[src/rtl/keypad_scanner_if.sv]
// rtl/keypad_scanner_if.sv - keypad pin and key-event bundle between the scanner and its surroundings
interface keypad_scanner_if #(
    parameter int NROWS = 4,
    parameter int NCOLS = 4
);
    localparam int KW = $clog2(NROWS * NCOLS);

    logic [NROWS-1:0] rows;
    logic [NCOLS-1:0] cols;
    logic [KW-1:0]    key_code;
    logic             key_valid;
    logic             key_held;

    modport master (
        input  rows,
        output cols,
        output key_code,
        output key_valid,
        output key_held
    );

    modport slave (
        output rows,
        input  cols,
        input  key_code,
        input  key_valid,
        input  key_held
    );
endinterface

[src/rtl/keypad_scanner.sv]
// rtl/keypad_scanner.sv - matrix keypad column scanner with synchronised, debounced press/release detection
module keypad_scanner #(
    parameter int NROWS    = 4,
    parameter int NCOLS    = 4,
    parameter int SCAN_DIV = 1000,
    parameter int DEBOUNCE = 20
) (
    input  logic               clk,
    input  logic               reset_n,
    keypad_scanner_if.master   bus
);
    localparam int KW   = $clog2(NROWS * NCOLS);
    localparam int CW   = (NCOLS > 1) ? $clog2(NCOLS) : 1;
    localparam int RW   = (NROWS > 1) ? $clog2(NROWS) : 1;
    localparam int DW   = (SCAN_DIV > 1) ? $clog2(SCAN_DIV) : 1;
    localparam int CNTW = $clog2(DEBOUNCE + 1);

    typedef enum logic [1:0] {
        S_SCAN     = 2'd0,
        S_DEBOUNCE = 2'd1,
        S_HELD     = 2'd2,
        S_RELEASE  = 2'd3
    } state_t;

    state_t           state_q, state_d;
    logic [NROWS-1:0] sync1_q, sync2_q;
    logic [DW-1:0]    dwell_q, dwell_d;
    logic [CW-1:0]    col_q, col_d;
    logic [RW-1:0]    row_cap_q, row_cap_d;
    logic [CNTW-1:0]  db_q, db_d;
    logic [CNTW-1:0]  rel_q, rel_d;
    logic [KW-1:0]    key_code_q, key_code_d;
    logic             key_valid_q, key_valid_d;
    logic             key_held_q, key_held_d;

    logic             last;
    logic             single;
    logic [RW-1:0]    row_idx;
    logic [CW-1:0]    col_next;
    logic [CNTW-1:0]  db_inc, rel_inc;
    logic             same_single;
    logic             cap_high;

    always_ff @(posedge clk or negedge reset_n) begin
        if (!reset_n) begin
            state_q     <= S_SCAN;
            sync1_q     <= '1;
            sync2_q     <= '1;
            dwell_q     <= '0;
            col_q       <= '0;
            row_cap_q   <= '0;
            db_q        <= '0;
            rel_q       <= '0;
            key_code_q  <= '0;
            key_valid_q <= 1'b0;
            key_held_q  <= 1'b0;
        end else begin
            state_q     <= state_d;
            sync1_q     <= bus.rows;
            sync2_q     <= sync1_q;
            dwell_q     <= dwell_d;
            col_q       <= col_d;
            row_cap_q   <= row_cap_d;
            db_q        <= db_d;
            rel_q       <= rel_d;
            key_code_q  <= key_code_d;
            key_valid_q <= key_valid_d;
            key_held_q  <= key_held_d;
        end
    end

    // Rows are active-low: a usable sample has exactly one row pulled down.
    always_comb begin
        row_idx = '0;
        for (int i = NROWS - 1; i >= 0; i--) begin
            if (!sync2_q[i]) row_idx = RW'(i);
        end
    end

    assign last        = (dwell_q == DW'(SCAN_DIV - 1));
    assign single      = $onehot(~sync2_q);
    assign col_next    = (col_q == CW'(NCOLS - 1)) ? '0 : col_q + 1'b1;
    assign db_inc      = (db_q == CNTW'(DEBOUNCE)) ? db_q : db_q + 1'b1;
    assign rel_inc     = (rel_q == CNTW'(DEBOUNCE)) ? rel_q : rel_q + 1'b1;
    assign same_single = (sync2_q == ~(NROWS'(1) << row_cap_q));
    assign cap_high    = sync2_q[row_cap_q];

    always_comb begin
        state_d     = state_q;
        dwell_d     = last ? '0 : dwell_q + 1'b1;
        col_d       = col_q;
        row_cap_d   = row_cap_q;
        db_d        = db_q;
        rel_d       = rel_q;
        key_code_d  = key_code_q;
        key_valid_d = 1'b0;
        key_held_d  = key_held_q;

        if (last) begin
            unique case (state_q)
                S_SCAN: begin
                    if (single) begin
                        row_cap_d = row_idx;
                        db_d      = CNTW'(1);
                        if (DEBOUNCE <= 1) begin
                            key_valid_d = 1'b1;
                            key_code_d  = KW'(row_idx) * KW'(NCOLS) + KW'(col_q);
                            key_held_d  = 1'b1;
                            state_d     = S_HELD;
                        end else begin
                            state_d = S_DEBOUNCE;
                        end
                    end else begin
                        col_d = col_next;
                    end
                end
                S_DEBOUNCE: begin
                    if (same_single) begin
                        db_d = db_inc;
                        if (db_inc == CNTW'(DEBOUNCE)) begin
                            key_valid_d = 1'b1;
                            key_code_d  = KW'(row_cap_q) * KW'(NCOLS) + KW'(col_q);
                            key_held_d  = 1'b1;
                            state_d     = S_HELD;
                        end
                    end else begin
                        db_d    = '0;
                        col_d   = col_next;
                        state_d = S_SCAN;
                    end
                end
                S_HELD: begin
                    // Extra rows in the held column are ignored while the captured row is down.
                    if (cap_high) begin
                        db_d  = '0;
                        rel_d = CNTW'(1);
                        if (DEBOUNCE <= 1) begin
                            key_held_d = 1'b0;
                            col_d      = col_next;
                            state_d    = S_SCAN;
                        end else begin
                            state_d = S_RELEASE;
                        end
                    end
                end
                S_RELEASE: begin
                    if (cap_high) begin
                        rel_d = rel_inc;
                        if (rel_inc == CNTW'(DEBOUNCE)) begin
                            key_held_d = 1'b0;
                            col_d      = col_next;
                            state_d    = S_SCAN;
                        end
                    end else begin
                        rel_d   = '0;
                        state_d = S_HELD;
                    end
                end
                default: state_d = S_SCAN;
            endcase
        end
    end

    assign bus.cols      = ~(NCOLS'(1) << col_q);
    assign bus.key_code  = key_code_q;
    assign bus.key_valid = key_valid_q;
    assign bus.key_held  = key_held_q;
endmodule
[src/flat_wrapper.sv]
// flat-port wrapper written by rule: the top's interface ports become plain ports
module keypad_scanner_flat 
#(
    parameter int NROWS    = 4,
    parameter int NCOLS    = 4,
    parameter int SCAN_DIV = 1000,
    parameter int DEBOUNCE = 20
)
  (clk, reset_n, bus_rows, bus_cols, bus_key_code, bus_key_valid, bus_key_held);
  keypad_scanner_if #(.NROWS(NROWS), .NCOLS(NCOLS)) bus_i ();
  input  logic clk;
  input  logic reset_n;
  input wire logic [$bits(bus_i.rows)-1:0] bus_rows;
  output wire logic [$bits(bus_i.cols)-1:0] bus_cols;
  output wire logic [$bits(bus_i.key_code)-1:0] bus_key_code;
  output wire logic [$bits(bus_i.key_valid)-1:0] bus_key_valid;
  output wire logic [$bits(bus_i.key_held)-1:0] bus_key_held;
  assign bus_i.rows = bus_rows;
  assign bus_cols = bus_i.cols;
  assign bus_key_code = bus_i.key_code;
  assign bus_key_valid = bus_i.key_valid;
  assign bus_key_held = bus_i.key_held;
  keypad_scanner #(.NROWS(NROWS), .NCOLS(NCOLS), .SCAN_DIV(SCAN_DIV), .DEBOUNCE(DEBOUNCE)) u_core (.clk(clk), .reset_n(reset_n), .bus(bus_i));
endmodule
[config.mk]
export PLATFORM = sky130hd
export DESIGN_NAME = keypad_scanner_flat
export DESIGN_NICKNAME = d
export VERILOG_FILES = /design/src/rtl/keypad_scanner_if.sv /design/src/rtl/keypad_scanner.sv /design/src/flat_wrapper.sv
export SDC_FILE = /design/constraint.sdc
export NUM_CORES = 1
export LEC_CHECK = 0
export CAP_MARGIN = 20
export CORE_MARGIN = 5
export CORE_UTILIZATION = 60
export DETAILED_ROUTE_END_ITERATION = 12
export DONT_BUFFER_PORTS = 1
export GPL_TIMING_DRIVEN = 0
export PLACE_DENSITY = 0.86
export SYNTH_ARGS = -nofsm -noshare
export SYNTH_HDL_FRONTEND = slang
export SYNTH_SLANG_ARGS = --single-unit
[constraint.sdc]
create_clock -name clk -period 3.3 [get_ports clk]
set_clock_uncertainty 0.1 [all_clocks]
set_input_delay 0.66 -clock clk [delete_from_list [all_inputs] [get_ports clk]]
set_output_delay 0.66 -clock clk [all_outputs]
set_load 0.02 [all_outputs]
==> metrics <==
Worst-path clk slew approximately 0.08 ns; final std cells w/o fill approximately 290; hold_buf cts 1; Top FF cell, synth dfrtp_1; xor/xnor share of the synthesized area ~2.2%; I/O Pins 16; complex-gate fraction of the synthesized area 16.1%; cell count after synthesis between 200 and 250; synthesized-area fraction occupied by adder cells about a tenth; GRT Overall Usage 18.7%; main combinational cell family by area after synthesis simple AND/OR/NAND/NOR gates; 1st-pass router iterations 5; commonest non-fill, non-tap cells in the layout dfrtp_1, inv_1, ha_1; reg-to-reg endpoint u_core.col_q[1]$_DFFE_PN0P_; Filler cells 286; initial DRC count 62; Final setup viols 0; Residual DRC 0; number of hold violations in the final report 0; post-synthesis sequential area ratio between 40% and 50%; Peak supply drop between 300 and 400 uV; Least-Margin Pin Slew 0.502 ns; final instance area around 2600 um^2; Die Span X 73.5 um; WS Path Type reg -> reg; Worst R2R Path Depth 9; first-pass GRT wire length around 8000 um; CTS H-tree depth 2; IO Port Bufs 0; vias in the first global route between 1.5k and 2k; critical path data arrival time between 3 and 4 ns; TritonCTS clock tree yes; cts repair resizes 0; Final period util about nine tenths; total power 963 uW; Slew HR between 60% and 70%; Area after DPL about 2500 um^2; Leakage Power between 1 and 1.5 nW; vias per cell 6.08; f_max about 0.33 GHz; Synth cell types 53; postcts setup bufs 0; MaxCap Viol Count 0; synthesized area between 2000 and 2500 um^2; Root Buffer clkbuf_8; DR WL/cell approximately 16 um; GPL Wtd Cong approximately 0.9; Multi-input gate area approximately 1300 um^2; largest net degree at the start of global routing 33; multiplexer share of the synthesized area a little over 6%; Mean Syn Cell Area around 10 um^2; Largest delay share family, worst path adder cells; core area approximately 3900 um^2; Synth warnings 0; CP cell instances inv_1 -> ha_1 -> ha_1 -> fa_1 -> nor3b_1 -> a21oi_1 -> nand2_1 -> a2111oi_2 -> mux2_1; crit start category flip-flop; Worst path most repeated cell ha_1; synthesized net count 258; simple-gate share of the synthesized area approximately a fifth; critical path capture point type flip-flop; full die area 5400 um^2; fin. max-slew vios 0; worst-path fanout max 7; Tmin final roughly 3 ns; Total Neg Setup Slack 0 ns; clock buffer depth 2; DRT Wirelength roughly 4600 um; Min-Delay Path Class in -> async; WP data required 3.38 ns; n_diodes 0; final net count about 270; Worst-Skew Late Latency ~0.30 ns; row cnt 23; reg2reg start u_core.sync2_q[2]$_DFF_PN1_; setup ws final about 0.31 ns; share of cells above drive strength 1 13.7%; Pwr Density 367 nW/um^2; unrepaired setup endpoints after global routing no; Async SR Flop Fraction 100%; clock buffer count from CTS 5; number of synthesized register bits 40; dpl ws 0.327 ns; via count roughly 1.8k; commonest non-fill, non-tap cell in the layout dfrtp_1; Chip Height about 73 um; Placed Cells incl. Taps about 280; area growth from synthesis to layout 8.43%; r2r setup slk roughly 0.31 ns; Buf/Inv on CP 1; DP HPWL roughly 3300 um; status finished clean; GRT overflow 0; initial antenna violation count 0; CTS sink cnt 40; Initial Util approximately 60%; antenna-violating nets left 0; slowest cell on the critical path dfstp_2; Post-synth EDFFs 0; register area about 1000 um^2; CP max stage delay approximately 0.6 ns
## flip-flops by register name, summed over array words and instances (netlist names)
name,flops
u_core.bus.key_code,4
u_core.bus.key_held,1
u_core.bus.key_valid,1
u_core.col_q,2
u_core.db_q,5
u_core.dwell_q,10
u_core.rel_q,5
u_core.row_cap_q,2
u_core.state_q,2
u_core.sync1_q,4
u_core.sync2_q,4
## kinds of logic (layout without fill, tap and decap cells)
family,after synthesis,after routing
simple gates,76,76
compound gates,52,52
flops,40,40
buf+inv,27,36
fa+ha+maj,20,20
mux,11,11
xor+xnor,6,6
## area by class of cell
class / instances / share of cell area, %
repair buffers: 1 / 0.763
multi-input cells: 165 / 49.8
clock inverters: 2 / 1.48
plain buffers: 4 / 0.620
inverters: 23 / 3.29
well taps: 50 / 2.39
clock buffers: 6 / 3.15
flip-flops and latches: 40 / 38.5
## worst reg2reg max path, delay by kind of cell (launching register included)
family / cells / cell delay (ns)
AO/OA/AOI/OAI: 2 / 0.64
adder cells (fa/ha/maj): 3 / 0.98
buffers and inverters: 1 / 0.07
flip-flops: 1 / 0.60
multiplexers: 1 / 0.37
AND/OR/NAND/NOR: 2 / 0.14
## cell usage after synthesis (3+ instances only)
library cell  count  share of area [%]
o21ai_1           6                1.2
nor2_1           12                1.9
ha_1             19                9.8
nand3_1          13                2.7
inv_2             3               0.47
xor2_1            4                1.4
mux2i_1           4                1.7
o2111ai_1         3                1.1
and3_1            7                1.8
dfstp_2           8                8.7
o211ai_1          3               0.93
nand2_1          16                2.5
nand2b_1          3               0.78
nor2b_1           6                1.6
dfrtp_1          32                 33
nand4_1           4                1.0
a21o_1            7                2.2
mux2_4            4                2.5
inv_1            20                3.1
a21oi_1          11                2.3
o21ai_0           6                1.2
## report_power, final
| group | total, mW | switching, mW | internal [mW] |
|---|---|---|---|
| registers | 0.504 | 0.00545 | 0.499 |
| logic | 0.0340 | 0.0205 | 0.0135 |
| clock network | 0.424 | 0.177 | 0.247 |
| total | 0.963 | 0.203 | 0.760 |
## how the worst max path moves through the flow
stage                                      startpoint                     endpoint  cells past startpoint
after floorplan           u_core.sync2_q[2]$_DFF_PN1_  u_core.col_q[0]$_DFFE_PN0P_                      9
after global placement    u_core.sync2_q[2]$_DFF_PN1_  u_core.col_q[1]$_DFFE_PN0P_                      9
after detailed placement  u_core.sync2_q[1]$_DFF_PN1_  u_core.col_q[0]$_DFFE_PN0P_                      9
after CTS                 u_core.sync2_q[0]$_DFF_PN1_  u_core.col_q[1]$_DFFE_PN0P_                      9
after global routing      u_core.sync2_q[2]$_DFF_PN1_  u_core.col_q[1]$_DFFE_PN0P_                      9
final                     u_core.sync2_q[2]$_DFF_PN1_  u_core.col_q[1]$_DFFE_PN0P_                      9
## stage by stage
stage               util, %  hold slack [ns]
finish                 66.5           0.0799
global route           66.5           0.0824
CTS                    66.5           0.0863
detailed placement     62.9            0.249
global placement       62.9            0.245
floorplan                 -            0.245
## routing by layer
| layer | wire, um | GRT usage [%] | part of all wire (%) | up-vias |
|---|---|---|---|---|
| met4 | 93 | 8.25 | 2.0 | 0 |
| met1 | 1960 | 21.7 | 43 | 870 |
| met2 | 2320 | 32.2 | 51 | 39 |
| li1 | - | - | - | 848 |
| met3 | 181 | 5.06 | 4.0 | 11 |
| met5 | 0 | 0 | 0 | - |
Note: power is estimated with default switching activity, not from simulation.
